**config.mk**
```make
export PLATFORM = sky130hd
export DESIGN_NAME = relu_activation
export DESIGN_NICKNAME = d
export VERILOG_FILES = /design/src/rtl/cnn_pkg.sv /design/src/rtl/relu_unit.sv /design/src/rtl/relu_activation.sv
export SDC_FILE = /design/constraint.sdc
export NUM_CORES = 1
export LEC_CHECK = 0
export BUFFER_PORTS_ARGS = -buffer_cell sky130_fd_sc_hd__buf_2
export CAP_MARGIN = 30
export CORE_MARGIN = 8
export CORE_UTILIZATION = 45
export CTS_BUF_LIST = sky130_fd_sc_hd__clkbuf_2
export DETAILED_ROUTE_END_ITERATION = 7
export PLACE_DENSITY = 0.77
export SETUP_SLACK_MARGIN = 0.2
export SLEW_MARGIN = 20
export SYNTH_ARGS = -nofsm -noshare
export SYNTH_HDL_FRONTEND = slang
export SYNTH_SLANG_ARGS = --single-unit
```
**constraint.sdc**
```tcl
create_clock -name clk -period 1.75 [get_ports clk]
set_input_delay 0.2625 -clock clk [delete_from_list [all_inputs] [get_ports clk]]
set_output_delay 0.2625 -clock clk [all_outputs]
set_load 0.05 [all_outputs]
```
**src/rtl/cnn_pkg.sv**
```systemverilog
// Shared definitions for the CNN layer blocks (relu_activation, max_pooling):
// the common job FSM encoding, Q16.16 constants and default widths.
package cnn_pkg;

  // Default widths shared by the layer blocks
  localparam int CNN_ADDR_WIDTH = 12;
  localparam int CNN_DATA_WIDTH = 32;
  localparam int CNN_DIM_WIDTH  = 4;

  // Q16.16 fixed-point constants
  localparam logic [31:0] Q16_ONE  = 32'h0001_0000;
  localparam logic [31:0] Q16_ZERO = 32'h0000_0000;

  // Job sequencing states common to the streaming layer blocks
  typedef enum logic [1:0] {
    ST_IDLE  = 2'd0,
    ST_RUN   = 2'd1,
    ST_DRAIN = 2'd2,
    ST_DONE  = 2'd3
  } cnn_state_t;

endpackage

```
**src/rtl/relu_unit.sv**
```systemverilog
// Single registered ReLU stage: clamps negative Q16.16 elements to zero,
// carries the element's write address alongside, and flags clamped elements.
module relu_unit #(
  parameter int ADDR_WIDTH = 12,
  parameter int DATA_WIDTH = 32
) (
  input  logic                  clk,
  input  logic                  rst,
  input  logic                  valid_in,
  input  logic [ADDR_WIDTH-1:0] addr_in,
  input  logic [DATA_WIDTH-1:0] data_in,
  output logic                  valid_out,
  output logic [ADDR_WIDTH-1:0] addr_out,
  output logic [DATA_WIDTH-1:0] data_out,
  output logic                  neg_out
);

  logic                  valid_q;
  logic [ADDR_WIDTH-1:0] addr_q;
  logic [DATA_WIDTH-1:0] data_q;
  logic                  neg_q;
  logic                  is_neg_s;

  // Sign bit alone decides clamping, so 0x80000000 (most negative) clamps too
  always_comb begin
    is_neg_s = data_in[DATA_WIDTH-1];
  end

  // Pipeline register: valid/neg always track the input; payload loads on valid
  always_ff @(posedge clk) begin
    if (rst) begin
      valid_q <= 1'b0;
      addr_q  <= '0;
      data_q  <= '0;
      neg_q   <= 1'b0;
    end else begin
      valid_q <= valid_in;
      neg_q   <= valid_in & is_neg_s;
      if (valid_in) begin
        addr_q <= addr_in;
        data_q <= is_neg_s ? '0 : data_in;
      end
    end
  end

  assign valid_out = valid_q;
  assign addr_out  = addr_q;
  assign data_out  = data_q;
  assign neg_out   = neg_q;

endmodule

```
**src/rtl/relu_activation.sv**
```systemverilog
// In-memory ReLU over an N x N Q16.16 feature map. Streams one read per cycle
// from input_addr, clamps through relu_unit, and writes each result two cycles
// after its read to output_addr, so in-place operation is safe.
module relu_activation
  import cnn_pkg::*;
#(
  parameter int ADDR_WIDTH = CNN_ADDR_WIDTH,
  parameter int DATA_WIDTH = CNN_DATA_WIDTH,
  parameter int DIM_WIDTH  = CNN_DIM_WIDTH
) (
  input  logic                   clk,
  input  logic                   rst,
  input  logic                   valid_in,
  input  logic [ADDR_WIDTH-1:0]  input_addr,
  input  logic [ADDR_WIDTH-1:0]  output_addr,
  input  logic [DIM_WIDTH-1:0]   dimensions,
  output logic                   mem_rd_en,
  output logic [ADDR_WIDTH-1:0]  mem_rd_addr,
  input  logic [DATA_WIDTH-1:0]  mem_rd_data,
  output logic                   mem_wr_en,
  output logic [ADDR_WIDTH-1:0]  mem_wr_addr,
  output logic [DATA_WIDTH-1:0]  mem_wr_data,
  output logic                   busy,
  output logic                   valid_out,
  output logic [2*DIM_WIDTH-1:0] neg_count
);

  cnn_state_t             state_q;
  logic                   rd_en_q;
  logic [ADDR_WIDTH-1:0]  rd_addr_q;
  logic [ADDR_WIDTH-1:0]  rd_addr_d;
  logic [2*DIM_WIDTH-1:0] total_q;
  logic [2*DIM_WIDTH-1:0] rd_cnt_q;
  logic [2*DIM_WIDTH-1:0] rd_cnt_d;
  logic                   busy_q;
  logic                   valid_out_q;
  logic                   rd_pend_q;
  logic [ADDR_WIDTH-1:0]  out_ptr_q;
  logic [ADDR_WIDTH-1:0]  out_ptr_d;
  logic [2*DIM_WIDTH-1:0] neg_count_q;
  logic [2*DIM_WIDTH-1:0] dim_ext_s;
  logic [2*DIM_WIDTH-1:0] total_s;
  logic                   start_s;
  logic                   relu_neg_s;

  // Element count, start detect and wrapping address/count increments
  always_comb begin
    dim_ext_s = {{DIM_WIDTH{1'b0}}, dimensions};
    total_s   = dim_ext_s * dim_ext_s;
    start_s   = (state_q == ST_IDLE) && valid_in;
    rd_addr_d = rd_addr_q + ADDR_WIDTH'(1);
    rd_cnt_d  = rd_cnt_q + (2*DIM_WIDTH)'(1);
    out_ptr_d = out_ptr_q + ADDR_WIDTH'(1);
  end

  // Job FSM: issues reads, waits for the write pipeline to drain, pulses done
  always_ff @(posedge clk) begin
    if (rst) begin
      state_q     <= ST_IDLE;
      rd_en_q     <= 1'b0;
      rd_addr_q   <= '0;
      total_q     <= '0;
      rd_cnt_q    <= '0;
      busy_q      <= 1'b0;
      valid_out_q <= 1'b0;
    end else begin
      case (state_q)
        ST_IDLE: begin
          valid_out_q <= 1'b0;
          if (valid_in) begin
            total_q <= total_s;
            if (dimensions == '0) begin
              state_q     <= ST_DONE;
              valid_out_q <= 1'b1;
              busy_q      <= 1'b0;
            end else begin
              state_q   <= ST_RUN;
              rd_en_q   <= 1'b1;
              rd_addr_q <= input_addr;
              rd_cnt_q  <= (2*DIM_WIDTH)'(1);
              busy_q    <= 1'b1;
            end
          end
        end
        ST_RUN: begin
          if (rd_cnt_q == total_q) begin
            rd_en_q <= 1'b0;
            state_q <= ST_DRAIN;
          end else begin
            rd_addr_q <= rd_addr_d;
            rd_cnt_q  <= rd_cnt_d;
          end
        end
        ST_DRAIN: begin
          // Last read data is in flight while rd_pend_q is high; once it has
          // entered relu_unit its write is on the bus this cycle.
          if (!rd_pend_q) begin
            state_q     <= ST_DONE;
            valid_out_q <= 1'b1;
            busy_q      <= 1'b0;
          end
        end
        ST_DONE: begin
          valid_out_q <= 1'b0;
          state_q     <= ST_IDLE;
        end
        default: begin
          state_q     <= ST_IDLE;
          rd_en_q     <= 1'b0;
          busy_q      <= 1'b0;
          valid_out_q <= 1'b0;
        end
      endcase
    end
  end

  // Read-return tracking and the output address that pairs with each element
  always_ff @(posedge clk) begin
    if (rst) begin
      rd_pend_q <= 1'b0;
      out_ptr_q <= '0;
    end else begin
      rd_pend_q <= rd_en_q;
      if (start_s) begin
        out_ptr_q <= output_addr;
      end else if (rd_pend_q) begin
        out_ptr_q <= out_ptr_d;
      end
    end
  end

  // Clamped-element counter, cleared on every accepted start
  always_ff @(posedge clk) begin
    if (rst) begin
      neg_count_q <= '0;
    end else if (start_s) begin
      neg_count_q <= '0;
    end else if (relu_neg_s) begin
      neg_count_q <= neg_count_q + (2*DIM_WIDTH)'(1);
    end
  end

  relu_unit #(
    .ADDR_WIDTH(ADDR_WIDTH),
    .DATA_WIDTH(DATA_WIDTH)
  ) u_relu (
    .clk      (clk),
    .rst      (rst),
    .valid_in (rd_pend_q),
    .addr_in  (out_ptr_q),
    .data_in  (mem_rd_data),
    .valid_out(mem_wr_en),
    .addr_out (mem_wr_addr),
    .data_out (mem_wr_data),
    .neg_out  (relu_neg_s)
  );

  assign mem_rd_en   = rd_en_q;
  assign mem_rd_addr = rd_addr_q;
  assign busy        = busy_q;
  assign valid_out   = valid_out_q;
  assign neg_count   = neg_count_q;

endmodule

```
==> summary.txt, run 1 <==
Run status
  • Status: finished with violations
  • Failing checks: negative setup slack

Critical path
  • R2R setup slack: -0.16 ns
  • FF-to-FF End: mem_rd_addr[8]
  • CP peak stage delay: 0.57 ns
  • Worst reg2reg path depth: 7
  • Crit. Startpoint: rd_cnt_q[7]
  • CP Cell Sequence: xor2_1 -> or4_4 -> o31ai_4 -> buf_6 -> buf_6 -> a21oi_1 -> o32ai_1
  • Startpoint types: flop
  • Worst path required time: 2.23 ns
  • Max FO, Critical Path: 6
  • R2R Path Start: rd_cnt_q[7]
  • CP max stage cell: or4_4
  • Worst Path Arrival: 2.39 ns
  • CP Class: flop to flop
  • Most frequent CP cell: buf_6
  • Worst Setup EP: mem_rd_addr[8]
  • Crit path capture type: flop

STA
  • Endpoints failing hold: 0
  • Max-slew violation count: 0
  • Final worst setup slack: -0.164 ns
  • Unrepaired setup endpoints after global routing: yes
  • Fmax: 523 MHz
  • Final worst path period share: 109%
  • Tmin final: 1.91 ns
  • Setup TNS: -2.21 ns
  • Final setup fails: 20
  • Final Skew: 0.0320 ns

Logic synthesis
  • Number of synthesized register bits: 98
  • Syn. warnings: 0
  • Synth unique cells: 61
  • Seq/Total Area, Yosys: 43.0%
  • Primary FF master, synth: dfxtp_1
  • Syn Nets: 613
  • Post-synthesis cell count: 537
  • Ys async rst share: 0%
  • Mapped Area: 0.00456 mm²
  • Post-synth EDFFs: 0
  • Syn Area/Cell: 8.50 µm²

Cells and area
  • Area Growth Syn to Fin: 45.0%
  • Nets: 817
  • Final core occ: 67.4%
  • Layout cells sized above 1: 36.2%
  • Post-Layout Inst Area: 0.00662 mm²
  • Most frequent cells in the layout: 102 x buf_2, 73 x dfxtp_1, 71 x nor2_1
  • Most common cell after layout, fill and taps aside: buf_2

Global routing
  • First-pass GRT wire length: 22200 µm
  • Initial antenna violation count: 0
  • GRT Total Usage: 20.3%
  • Overflow after GRT: 0
  • Vias in the first global route: 4676
  • Pin count of the biggest net entering global routing: 56

Routing
  • Post-DRT Antenna Nets: 0
  • DRT Pass-1 Iters: 4
  • # DRC: 0
  • Vias post-DR: 4677
  • Routed wire per std cell: 16.2 µm
  • WL final: 14300 µm
  • Iteration-0 DRC Markers: 244
  • Post-DR vias/cell: 5.32

CTS
  • CTS Sinks: 98
  • CTS tree: built
  • Total CTS buffers: 9
  • Clock buffer depth: 2
  • CTS root buffer: clkbuf_2
  • Clk slew on worst S/H paths: 0.27 ns
  • CTS H-tree lvls: 3
  • Clock insertion delay at the later pin of the skew report: 0.56 ns

Placed design
  • Placed cell area: 0.00563 mm²
  • HPWL after DPL: 8940 µm
  • Routability cong.: 0.802
  • Port-buffer cells: 129

Floorplan
  • Die area: 0.0136 mm²
  • Die width: 117 µm
  • Initial core utilization: 46.5%
  • IO Count: 131
  • Die height: 117 µm
  • Placeable Area: 0.00982 mm²
  • Cell Rows: 36

Power and ir drop
  • Leak: 2.82 nW
  • Pwr Total: 8.28 mW
  • Peak supply drop: 0.719 mV
  • Pwr per Cell Area: 1250 mW/mm²

Flow run
  • Max_cap viols: 0

Hold path
  • Hold Crit Class: input port to flop
[where the power goes]
| part | total [mW] | switching (mW) | leakage (nW) | internal (mW) |
|---|---|---|---|---|
| Clock | 1.17 | 0.716 | 0.0753 | 0.457 |
| Combinational | 4.15 | 2.43 | 1.94 | 1.72 |
| Sequential | 2.96 | 0.345 | 0.809 | 2.61 |
[cells by family after synthesis]
| group | after synthesis | synth area share (%) |
|---|---|---|
| AND/OR/NAND/NOR | 216 | 23.0 |
| AO/OA/AOI/OAI | 130 | 18.1 |
| flip-flops | 98 | 43.0 |
| buffers and inverters | 38 | 3.62 |
| XOR/XNOR | 22 | 4.22 |
| multiplexers | 19 | 4.22 |
| adder cells (fa/ha/maj) | 13 | 3.73 |
| other | 1 | 0.0822 |
[worst min path at each step]
| stage | startpoint | to | slack (ns) | cells after the start |
|---|---|---|---|---|
| floorplan | mem_rd_data[31] | u_relu.neg_out | 0.38 | 1 |
| global placement | u_relu.data_out[29] | u_relu.data_out[29] | 0.45 | 2 |
| detailed placement | total_q[6] | total_q[6] | 0.46 | 2 |
| CTS | input_addr[8] | mem_rd_addr[8] | 0.001 | 3 |
| global route | input_addr[8] | mem_rd_addr[8] | 0.02 | 3 |
| finish | input_addr[8] | mem_rd_addr[8] | 0.04 | 3 |
[critical path: cells and delay by family, from the launching register on]
kind / cells / cell delay (ns)
AND/OR/NAND/NOR: 1 / 0.57
AO/OA/AOI/OAI: 3 / 0.45
XOR/XNOR: 1 / 0.15
flip-flops: 1 / 0.39
buffers and inverters: 2 / 0.28
[sequential cells by signal (all words and copies together), names as in the netlist]
signal and cells:
u_relu.neg_out 1, rd_pend_q 1, rd_cnt_q 8, mem_rd_en 1, u_relu.valid_out 1, busy 1
mem_rd_addr 12, out_ptr_q 12, u_relu.data_out 31, valid_out 1, total_q 7, u_relu.addr_out 12
neg_count 8, state_q 2
[stage by stage]
stage          setup WS (ns)  hold slack, ns  cells
2_1_floorplan        -0.0776           0.384    537
3_3_place_gp          -0.160           0.452    806
3_5_place_dp          -0.231           0.463    806
4_1_cts               -0.106         0.00141    874
5_1_grt               -0.206          0.0207    877
6_report              -0.164          0.0422    879
[cell usage after synthesis, types with 8 or more instances]
| cell | count | area, µm² |
|---|---|---|
| and2_1 | 8 | 50.1 |
| nand2_1 | 45 | 169 |
| dfxtp_1 | 98 | 1960 |
| clkbuf_1 | 26 | 97.6 |
| nor2b_1 | 36 | 225 |
| a211oi_1 | 11 | 82.6 |
| xor2_1 | 14 | 123 |
| nor2_1 | 73 | 274 |
| o21ai_1 | 11 | 55.1 |
| a21oi_1 | 63 | 315 |
| o21ai_0 | 9 | 45.0 |
| or3_1 | 8 | 50.1 |
| xnor2_1 | 8 | 70.1 |
| ha_1 | 12 | 150 |
| nand4_1 | 12 | 75.1 |
| nor3_1 | 9 | 45.0 |
| mux2i_1 | 17 | 170 |
[final cells by class]
cell class                 instances  area, µm²
clock buffer                      10       50.0
timing repair buffer             226       1650
sequential                        98       2010
multi-input combinational        401       2660
antenna                            2       5.00
clock inverter                     4       68.8
tap                              133        166
inverter                           5       18.8
fill                             798       3200
[layer usage]
layer | up-vias | global-route usage [%] | part of all wire, %
li1 | 2284 | - | -
met1 | 2219 | 22.4 | 40
met2 | 155 | 35.9 | 51
met3 | 19 | 6.57 | 7.3
met4 | 0 | 7.25 | 1.7
met5 | - | 0 | 0
[what timing repair did]
item / CTS / global route
pin swaps: 6 / 13
gates resized for setup: 42 / 52
hold endpoints to repair: 48 / 0
cloned: 1 / 1
setup endpoints to repair: 47 / 80
setup buffers: 5 / 2
hold buffers: 48 / 0
No activity file was read; power rests on OpenSTA's default activity.
==> inputs of run 2 (changes only) <==
--- a/config.mk
+++ b/config.mk
@@ -5,13 +5,14 @@
 export SDC_FILE = /design/constraint.sdc
 export NUM_CORES = 1
 export LEC_CHECK = 0
+export ABC_CLOCK_PERIOD_IN_PS = 1750
 export BUFFER_PORTS_ARGS = -buffer_cell sky130_fd_sc_hd__buf_2
 export CAP_MARGIN = 30
 export CORE_MARGIN = 8
 export CORE_UTILIZATION = 45
 export CTS_BUF_LIST = sky130_fd_sc_hd__clkbuf_2
 export DETAILED_ROUTE_END_ITERATION = 7
-export PLACE_DENSITY = 0.77
+export PLACE_DENSITY = 0.73
 export SETUP_SLACK_MARGIN = 0.2
 export SLEW_MARGIN = 20
 export SYNTH_ARGS = -nofsm -noshare
==> run 2 against run 1 <==
The flow still finishes with violations (negative setup slack). Non-clock buffer count is 6 higher. Critical path type unchanged. Largest power group unchanged. Clock-buffer cell count is 1 lower. Combinational power hardly changed. Wire length is 1.4% lower. Fmax is 0.52% lower. Clock skew is 0.0022 ns lower. Sequential share of layout area is 0.52 points lower. Register-to-register slack hardly changed. Sequential power hardly changed. Power is 2.5% higher.
==> summary.txt, run 2 (synthesis gave the netlist of run 1 again) <==
Run status
  • Status: finished with violations
  • Failing checks: negative setup slack

Cells and area
  • Final core occ: 69.2%
  • Post-Layout Cell Count: 885
  • Max reg flops: 31
  • Antenna cells: 0
  • Most common cell after layout, fill and taps aside: buf_2
  • Sequential Area: 0.00202 mm²
  • # fillers: 781
  • Nets: 824
  • Multi-input logic area: 0.00262 mm²
  • Layout cells sized above 1: 36.7%
  • Post-Layout Inst Area: 0.00680 mm²
  • Area Growth Syn to Fin: 48.9%
  • Most frequent cells in the layout: 73 x buf_2, 71 x nor2_1, 62 x dfxtp_1

Floorplan
  • Die height: 117 µm
  • Placeable Area: 0.00982 mm²
  • Cell Rows: 36
  • Die area: 0.0136 mm²
  • Initial core utilization: 46.5%
  • Die width: 117 µm
  • IO Count: 131

Placed design
  • Placed cell area: 0.00564 mm²
  • HPWL after DPL: 8910 µm
  • Port-buffer cells: 129
  • Placed Instances: 804
  • Routability cong.: 0.821

Power and ir drop
  • Combinational fraction of design power: 49.0%
  • Leak: 2.86 nW
  • Part of the power in registers: 35.0%
  • Switching Fraction: 41.1%
  • Clock power frac: 16.0%
  • Sw power: 3.48 mW
  • Pint: 5.00 mW
  • Pwr per Cell Area: 1250 mW/mm²
  • Peak supply drop: 0.754 mV
  • Pwr Total: 8.49 mW

STA
  • WHS: 0.0581 ns
  • Tmin final: 1.92 ns
  • Unrepaired setup endpoints after global routing: yes
  • Final setup fails: 20
  • Fmax: 520 MHz
  • Max-slew violation count: 0
  • Final Skew: 0.0298 ns
  • Final worst setup slack: -0.174 ns
  • Final worst path period share: 110%
  • Endpoints failing hold: 0

Global routing
  • First-pass GRT wire length: 21800 µm
  • Vias in the first global route: 4565
  • Overflow after GRT: 0
  • Initial antenna violation count: 0
  • Pin count of the biggest net entering global routing: 56
  • GRT Total Usage: 19.7%

CTS
  • Total CTS buffers: 9
  • CTS root buffer: clkbuf_2
  • CTS H-tree lvls: 3
  • Clock buffer depth: 2
  • CTS tree: built
  • CTS Sinks: 98
  • Clock insertion delay at the later pin of the skew report: 0.54 ns
  • Clk slew on worst S/H paths: 0.27 ns

Routing
  • # DRC: 0
  • WL final: 14100 µm
  • Routed wire per std cell: 15.9 µm
  • Post-DR vias/cell: 5.26
  • Vias post-DR: 4655
  • Iteration-0 DRC Markers: 303
  • Post-DRT Antenna Nets: 0
  • DRT Pass-1 Iters: 4

Critical path
  • Max FO, Critical Path: 9
  • Worst Path Arrival: 2.41 ns
  • Startpoint types: flop
  • CP Class: flop to flop
  • Worst path required time: 2.23 ns
  • Crit path capture type: flop

Hold path
  • Hold Crit Class: input port to flop

Flow run
  • Max_cap viols: 0
-- run 2: changes by cell type in the layout (fill, tap and decap cells not counted), moves of 3 or more --
cell,change
buf_2,-29
clkbuf_4,+30
buf_6,-4
dfxtp_1,-11
o21ai_1,+3
dfxtp_2,+9
dlygate4sd3_1,+3
-- run 2: layout make-up --
class / instances / area share [%]
Multi-Input combinational cell: 402 / 38.5
Tap cell: 133 / 2.45
Timing Repair Buffer: 232 / 26.7
Inverter: 5 / 0.313
Sequential cell: 98 / 29.8
Clock inverter: 6 / 1.56
Clock buffer: 9 / 0.663
-- run 2: final timing paths --
| path | from | to | slack (ns) | cells past startpoint |
|---|---|---|---|---|
| hold / removal | dimensions[3] | total_q[7] | 0.06 | 3 |
| hold reg to reg | total_q[3] | total_q[3] | 0.49 | 2 |
| setup / recovery | rd_cnt_q[7] | mem_rd_addr[5] | -0.17 | 7 |
| setup reg to reg | rd_cnt_q[7] | mem_rd_addr[5] | -0.17 | 7 |
-- run 2: critical path, cell delays in order (launching register included) --
cell       delay (ns)
dfxtp_2          0.39
xor2_1           0.15
or4_4            0.58
o31ai_4          0.22
buf_4            0.18
clkbuf_16        0.16
o21ai_1          0.07
a21oi_1          0.11
-- run 2: repair_timing --
| item | in CTS | in global routing |
|---|---|---|
| setup endpoints to repair | 52 | 80 |
| buffers inserted | 5 | 6 |
| hold buffers | 50 | 1 |
| pin swaps | 3 | 13 |
| gates resized for setup | 41 | 85 |
| hold endpoints to repair | 50 | 1 |
| cloned | 1 | 3 |
-- run 2: power by group through the flow --
stage	sequential, mW	combinational (mW)	clock, mW
after CTS	2.92	3.69	1.38
after detailed placement	2.94	3.35	0
final	2.97	4.16	1.36
after global routing	3.02	4.47	1.49
after global placement	2.92	3.30	0
after floorplan	3.53	1.73	0
-- run 2: routing by layer --
layer / routed length, µm / vias to the layer above / share of wire [%] / GRT usage [%]
li1: - / 2308 / - / -
met1: 5950 / 2176 / 42 / 24.2
met2: 6870 / 160 / 49 / 32.4
met3: 1120 / 11 / 8.0 / 6.41
met4: 130 / 0 / 0.92 / 5.03
met5: 0 / - / 0 / 0
-- run 2: metrics by stage --
| stage | setup slack (ns) | setup TNS, ns |
|---|---|---|
| floorplan | -0.0776 | -0.425 |
| global placement | -0.138 | -1.95 |
| detailed placement | -0.161 | -2.62 |
| CTS | -0.106 | -1.28 |
| global route | -0.215 | -3.09 |
| finish | -0.174 | -2.08 |
